<file path="src/rtl/vga_scan_controller.sv">
`default_nettype none
// ============================================================================
// Module      : vga_scan_controller
// Description : 640x480@60 VGA scan timing on a half-rate pixel enable, with
//               a Tetris board renderer (cells, white border) and
//               colour/sync pipelined together over two pixel ticks.
// Revision    : 1.0 - initial release
// ============================================================================
module vga_scan_controller #(
    parameter int H_ACTIVE   = 640,
    parameter int H_FP       = 16,
    parameter int H_SYNC     = 96,
    parameter int H_BP       = 48,
    parameter int V_ACTIVE   = 480,
    parameter int V_FP       = 10,
    parameter int V_SYNC     = 2,
    parameter int V_BP       = 33,
    parameter int BOARD_X0   = 220,
    parameter int BOARD_Y0   = 40,
    parameter int CELL_SIZE  = 20,
    parameter int BOARD_COLS = 10,
    parameter int BOARD_ROWS = 20
) (
    input  logic       clk,
    input  logic       resetn,
    input  logic [2:0] cell_data,
    output logic [7:0] cell_addr,
    output logic       cell_rd,
    output logic       R,
    output logic       G,
    output logic       B,
    output logic       hs,
    output logic       vs,
    output logic       frame_start,
    output logic       vblank
);

    localparam int C_H_TOTAL = H_ACTIVE + H_FP + H_SYNC + H_BP;
    localparam int C_V_TOTAL = V_ACTIVE + V_FP + V_SYNC + V_BP;
    localparam int C_BOARD_W = CELL_SIZE * BOARD_COLS;
    localparam int C_BOARD_H = CELL_SIZE * BOARD_ROWS;

    localparam logic [9:0] C_H_LAST   = 10'(C_H_TOTAL - 1);
    localparam logic [9:0] C_V_LAST   = 10'(C_V_TOTAL - 1);
    localparam logic [9:0] C_H_ACT    = 10'(H_ACTIVE);
    localparam logic [9:0] C_V_ACT    = 10'(V_ACTIVE);
    localparam logic [9:0] C_HS_BEG   = 10'(H_ACTIVE + H_FP);
    localparam logic [9:0] C_HS_END   = 10'(H_ACTIVE + H_FP + H_SYNC);
    localparam logic [9:0] C_VS_BEG   = 10'(V_ACTIVE + V_FP);
    localparam logic [9:0] C_VS_END   = 10'(V_ACTIVE + V_FP + V_SYNC);
    localparam logic [9:0] C_BX0      = 10'(BOARD_X0);
    localparam logic [9:0] C_BX1      = 10'(BOARD_X0 + C_BOARD_W);
    localparam logic [9:0] C_BY0      = 10'(BOARD_Y0);
    localparam logic [9:0] C_BY1      = 10'(BOARD_Y0 + C_BOARD_H);
    localparam logic [9:0] C_BX_PRE   = 10'(BOARD_X0 - 1);
    localparam logic [9:0] C_BY_PRE   = 10'(BOARD_Y0 - 1);
    localparam logic [9:0] C_RX0      = 10'(BOARD_X0 - 2);
    localparam logic [9:0] C_RX1      = 10'(BOARD_X0 + C_BOARD_W + 2);
    localparam logic [9:0] C_RY0      = 10'(BOARD_Y0 - 2);
    localparam logic [9:0] C_RY1      = 10'(BOARD_Y0 + C_BOARD_H + 2);
    localparam logic [4:0] C_SUB_LAST = 5'(CELL_SIZE - 1);
    localparam logic [7:0] C_COLS     = 8'(BOARD_COLS);

    // Stage 0: pixel enable, scan counters and incremental cell position
    logic       r_phase;
    logic [9:0] r_h_cnt;
    logic [9:0] r_v_cnt;
    logic [4:0] r_sub_x;
    logic [7:0] r_col;
    logic [4:0] r_sub_y;
    logic [7:0] r_row_base;

    // Stage 1
    logic       r_s1_active;
    logic       r_s1_board;
    logic       r_s1_border;
    logic       r_s1_hs;
    logic       r_s1_vs;
    logic [7:0] r_cell_addr;
    logic       r_cell_rd;

    // Stage 2
    logic       r_R;
    logic       r_G;
    logic       r_B;
    logic       r_hs;
    logic       r_vs;
    logic       r_frame_start;

    logic       w_tick;
    logic       w_h_wrap;
    logic       w_v_wrap;
    logic       w_in_bx;
    logic       w_in_by;
    logic       w_in_board;
    logic       w_in_ring;
    logic       w_active;
    logic       w_hs_n;
    logic       w_vs_n;
    logic [7:0] w_cell_idx;
    logic [2:0] w_pix;

    assign w_tick     = r_phase;
    assign w_h_wrap   = (r_h_cnt == C_H_LAST);
    assign w_v_wrap   = (r_v_cnt == C_V_LAST);
    assign w_in_bx    = (r_h_cnt >= C_BX0) && (r_h_cnt < C_BX1);
    assign w_in_by    = (r_v_cnt >= C_BY0) && (r_v_cnt < C_BY1);
    assign w_in_board = w_in_bx && w_in_by;
    assign w_in_ring  = (r_h_cnt >= C_RX0) && (r_h_cnt < C_RX1) &&
                        (r_v_cnt >= C_RY0) && (r_v_cnt < C_RY1);
    assign w_active   = (r_h_cnt < C_H_ACT) && (r_v_cnt < C_V_ACT);
    assign w_hs_n     = !((r_h_cnt >= C_HS_BEG) && (r_h_cnt < C_HS_END));
    assign w_vs_n     = !((r_v_cnt >= C_VS_BEG) && (r_v_cnt < C_VS_END));
    assign w_cell_idx = r_row_base + r_col;

    always_ff @(posedge clk) begin
        if (!resetn) begin
            r_phase <= 1'b0;
            r_h_cnt <= '0;
            r_v_cnt <= '0;
        end else begin
            r_phase <= ~r_phase;
            if (w_tick) begin
                if (w_h_wrap) begin
                    r_h_cnt <= '0;
                    r_v_cnt <= w_v_wrap ? 10'd0 : r_v_cnt + 10'd1;
                end else begin
                    r_h_cnt <= r_h_cnt + 10'd1;
                end
            end
        end
    end

    // Cell position tracks the stage-0 pixel; re-armed one pixel/line ahead
    // of the board so the first board pixel always sees cell 0.
    always_ff @(posedge clk) begin
        if (!resetn) begin
            r_sub_x    <= '0;
            r_col      <= '0;
            r_sub_y    <= '0;
            r_row_base <= '0;
        end else if (w_tick) begin
            if (r_h_cnt == C_BX_PRE) begin
                r_sub_x <= '0;
                r_col   <= '0;
            end else if (w_in_bx) begin
                if (r_sub_x == C_SUB_LAST) begin
                    r_sub_x <= '0;
                    r_col   <= r_col + 8'd1;
                end else begin
                    r_sub_x <= r_sub_x + 5'd1;
                end
            end
            if (w_h_wrap) begin
                if (r_v_cnt == C_BY_PRE) begin
                    r_sub_y    <= '0;
                    r_row_base <= '0;
                end else if (w_in_by) begin
                    if (r_sub_y == C_SUB_LAST) begin
                        r_sub_y    <= '0;
                        r_row_base <= r_row_base + C_COLS;
                    end else begin
                        r_sub_y <= r_sub_y + 5'd1;
                    end
                end
            end
        end
    end

    always_ff @(posedge clk) begin
        if (!resetn) begin
            r_s1_active <= 1'b0;
            r_s1_board  <= 1'b0;
            r_s1_border <= 1'b0;
            r_s1_hs     <= 1'b1;
            r_s1_vs     <= 1'b1;
            r_cell_addr <= '0;
            r_cell_rd   <= 1'b0;
        end else if (w_tick) begin
            r_s1_active <= w_active;
            r_s1_board  <= w_in_board;
            r_s1_border <= w_in_ring && !w_in_board;
            r_s1_hs     <= w_hs_n;
            r_s1_vs     <= w_vs_n;
            r_cell_rd   <= w_in_board;
            if (w_in_board) begin
                r_cell_addr <= w_cell_idx;
            end
        end
    end

    // Board memory answers one clk after the stage-1 address, so cell_data
    // is already valid when stage 2 samples it on the following tick.
    always_comb begin
        w_pix = 3'b000;
        if (r_s1_active) begin
            if (r_s1_board) begin
                w_pix = cell_data;
            end else if (r_s1_border) begin
                w_pix = 3'b111;
            end
        end
    end

    always_ff @(posedge clk) begin
        if (!resetn) begin
            r_R           <= 1'b0;
            r_G           <= 1'b0;
            r_B           <= 1'b0;
            r_hs          <= 1'b1;
            r_vs          <= 1'b1;
            r_frame_start <= 1'b0;
        end else begin
            r_frame_start <= w_tick && w_h_wrap && w_v_wrap;
            if (w_tick) begin
                r_R  <= w_pix[2];
                r_G  <= w_pix[1];
                r_B  <= w_pix[0];
                r_hs <= r_s1_hs;
                r_vs <= r_s1_vs;
            end
        end
    end

    assign cell_addr   = r_cell_addr;
    assign cell_rd     = r_cell_rd;
    assign R           = r_R;
    assign G           = r_G;
    assign B           = r_B;
    assign hs          = r_hs;
    assign vs          = r_vs;
    assign frame_start = r_frame_start;
    assign vblank      = (r_v_cnt >= C_V_ACT);

endmodule
`default_nettype wire

</file>
<file path="config.mk">
export PLATFORM = sky130hd
export DESIGN_NAME = vga_scan_controller
export DESIGN_NICKNAME = d
export VERILOG_FILES = /design/src/rtl/vga_scan_controller.sv
export SDC_FILE = /design/constraint.sdc
export NUM_CORES = 1
export LEC_CHECK = 0
export CAP_MARGIN = 10
export CORE_UTILIZATION = 59
export CTS_CLUSTER_SIZE = 20
export DETAILED_ROUTE_END_ITERATION = 10
export PLACE_DENSITY = 0.86
export SLEW_MARGIN = 20
export SYNTH_ARGS = -nofsm -noshare
export SYNTH_HDL_FRONTEND = slang
export SYNTH_SLANG_ARGS = --single-unit
</file>
<file path="constraint.sdc">
create_clock -name clk -period 3.1 [get_ports clk]
set_clock_uncertainty 0.05 [all_clocks]
set_input_delay 0.62 -clock clk [delete_from_list [all_inputs] [get_ports clk]]
set_output_delay 0.62 -clock clk [all_outputs]
set_load 0.01 [all_outputs]
</file>
==> flow_metrics.py <==
metrics = {
    "outcome": {
        "status": "completed",
    },
    "pwr": {
        "power_leakage_nw": 1.38,
        "vdd_drop_max_mv": 0.313,
        "p_per_area_nw_per_um2": 410,
        "totalPowerFinal_mw": 1.58,
    },
    "routing": {
        "ant_nets": 0,
        "drt-initial-drc-count": 234,
        "wl_per_cell_um": 15.6,
        "wl_mm": 7.82,
        "vias": 3069,
        "first_pass_iters": 5,
        "via_per_inst": 6.11,
        "drc": 0,
    },
    "synthesis": {
        "synth_edf_count": 0,
        "yosys-top-cells-count": "65 x dfxtp_1, 44 x nor2_1, 42 x nand2_1, 27 x a21oi_1",
        "synth_top_cells_by_area": "dfxtp_1 37%, ha_1 5.0%, xor2_1 4.8%",
        "yosysTopAreaCellShare_pct": 37.4,
        "ys_warn_count": 0,
        "synth_top_area_cell": "dfxtp_1",
        "ys_seq_area_share_pct": 37.4,
        "synthArstFlopShare_pct": 0,
        "syn_avg_cell_area_um2": 8.32,
        "ys_ff_latch": 65,
        "synth_most_common_cell": "dfxtp_1",
        "synthCells": 418,
        "synth_cell_types": 59,
        "synth_ff_type": "dfxtp_1",
        "synth_fp_nets": 437,
        "syn-cell-area_um2": 3480,
    },
    "placed_design": {
        "dp_hpwl_mm": 5.51,
        "routabilityCongestion": 0.921,
        "io_buffer_count": 20,
    },
    "clocking": {
        "clk_latency_ns": 0.33,
        "cts_made_buffers": 9,
        "clockBufferDepth": 2,
        "post_cts_buffers": 0,
        "cts_sinks": 65,
        "ctsResizeCount": 0,
        "clk_pin_slew_ns": 0.06,
        "cts_tree": "yes",
        "root_buffer": "clkbuf_8",
        "hold_buffers": 0,
        "htreeDepth": 3,
    },
    "worst_setup_path": {
        "timing.rr.start": "r_h_cnt[5]$_SDFFE_PN0P_",
        "reg2regPathDepth": 5,
        "start_kind": "register",
        "worstReg2RegEnd": "cell_addr[6]$_SDFFE_PN0P_",
        "end_kind": "register",
        "cp.arrival_ns": 2.92,
        "critPathKind": "reg -> reg",
        "cp_data_required_time_ns": 3.28,
        "path_max_fanout": 15,
        "rrSetupSlack_ns": 0.37,
    },
    "sta": {
        "rsz0062_at_grt": "false",
        "drv_slew": 0,
        "hold_viol_final": 0,
        "period_needed_ns": 2.73,
        "setup_viol": 0,
        "tightest_slew_ns": 0.760,
        "tns_ns": 0,
        "fmax_mhz": 366,
        "max-slew-margin-rel_pct": 49.2,
        "fin_crit_sh_pct": 88.2,
        "whs_ns": 0.406,
    },
    "min_path": {
        "min_path_cells": 2,
        "min-delay-start": "r_s1_hs$_SDFFE_PN1P_",
        "whs_endpoint": "r_s1_hs$_SDFFE_PN1P_",
        "min_path_type": "reg -> reg",
    },
    "floorplanning": {
        "initial_core_util_pct": 62.0,
        "die_h_um": 78.8,
        "floorplan.rows": 27,
        "pin_count": 21,
        "fp.coreArea_um2": 5610,
        "die_w_um": 78.8,
        "die_area_um2": 6210,
    },
    "grt": {
        "grt_pass1_vias": 2697,
        "grt_overflow": 0,
        "grt_pass1_wl_mm": 12.9,
        "grt_max_degree": 25,
        "track_usage_pct": 26.7,
        "antenna_found_initial": 0,
    },
    "final_layout": {
        "diodes": 0,
        "drive_gt1_share_pct": 8.14,
        "area_growth_pct": 10.7,
        "num-fill-cells": 472,
        "fin_nets": 446,
    },
    "job": {
        "maxCapViolCount": 0,
    },
}
## state kept, by name, indices dropped and copies added, names as in the netlist
name / cells
R: 1
r_s1_hs: 1
r_sub_y: 5
hs: 1
r_s1_border: 1
r_s1_active: 1
B: 1
r_phase: 1
r_col: 8
r_h_cnt: 10
r_s1_vs: 1
r_row_base: 7
cell_rd: 1
r_sub_x: 5
cell_addr: 8
r_v_cnt: 10
G: 1
vs: 1
frame_start: 1
## cells in the final DEF, fill, tap and decap left out, drive strengths merged, types with 5 or more instances in the layout
master         Yosys  final
xnor2             12     12
nand4             13     13
clkdlybuf4s50      0     20
and3               6      6
dfxtp             65     65
or3                8      8
nand2             43     43
clkbuf            10     11
inv               11     11
o21a               5      5
nor4               8      8
nor3              10     10
nand3             25     25
o21ai             24     24
nor2              44     44
ha                14     14
xor2              19     19
a21oi             27     27
## critical path, cell delays in order, from the launching register on
cell,delay (ns)
dfxtp_1,0.56
nor3_1,0.13
or4_4,0.47
a21oi_1,0.49
nand3_1,0.50
o41ai_1,0.43
## where the power goes
group | switching [mW] | internal [mW]
clock network | 0.296 | 0.383
logic | 0.0365 | 0.0166
registers | 0.00536 | 0.841
total | 0.338 | 1.24
## how the worst max path moves through the flow
stage / slack (ns) / end / from
floorplan: 0.79 / r_v_cnt[9]$_SDFFE_PN0P_ / r_h_cnt[1]$_SDFFE_PN0P_
global placement: 0.49 / cell_addr[5]$_SDFFE_PN0P_ / r_h_cnt[5]$_SDFFE_PN0P_
detailed placement: 0.43 / cell_addr[5]$_SDFFE_PN0P_ / r_h_cnt[5]$_SDFFE_PN0P_
CTS: 0.43 / cell_addr[5]$_SDFFE_PN0P_ / r_h_cnt[5]$_SDFFE_PN0P_
global route: 0.17 / cell_addr[5]$_SDFFE_PN0P_ / r_h_cnt[5]$_SDFFE_PN0P_
finish: 0.37 / cell_addr[6]$_SDFFE_PN0P_ / r_h_cnt[5]$_SDFFE_PN0P_
## layer usage
metal | track usage (%) | vias up | wire length, µm
met5 | 0 | - | 0
met4 | 9.26 | 0 | 125
met3 | 5.86 | 12 | 426
met2 | 44.9 | 94 | 3810
met1 | 33.4 | 1458 | 3460
li1 | - | 1505 | -
## layout make-up
type / instances / area [µm²] / share of cell area, %
clock inverters: 3 / 42.5 / 1.10
inverters: 11 / 41.3 / 1.07
multi-input cells: 316 / 2000 / 52.0
repair buffers: 24 / 230 / 5.98
flip-flops and latches: 65 / 1300 / 33.8
clock buffers: 11 / 141 / 3.67
well taps: 72 / 90.1 / 2.34
## cells by family after synthesis
group | synth area share [%]
AND/OR/NAND/NOR | 27.4
XOR/XNOR | 7.81
flip-flops | 37.4
multiplexers | 1.47
AO/OA/AOI/OAI | 15.9
buffers and inverters | 4.96
adder cells (fa/ha/maj) | 5.04
## metrics by stage
step,cell area (µm²),utilization (%),instances,worst slack [ns]
6_report,3850,68.7,502,0.367
5_1_grt,3850,68.7,502,0.170
4_1_cts,3850,68.7,502,0.428
3_5_place_dp,3670,65.4,488,0.434
3_3_place_gp,3670,65.4,488,0.488
2_1_floorplan,3480,-,418,0.790
Power figures use the tool's default switching activity.
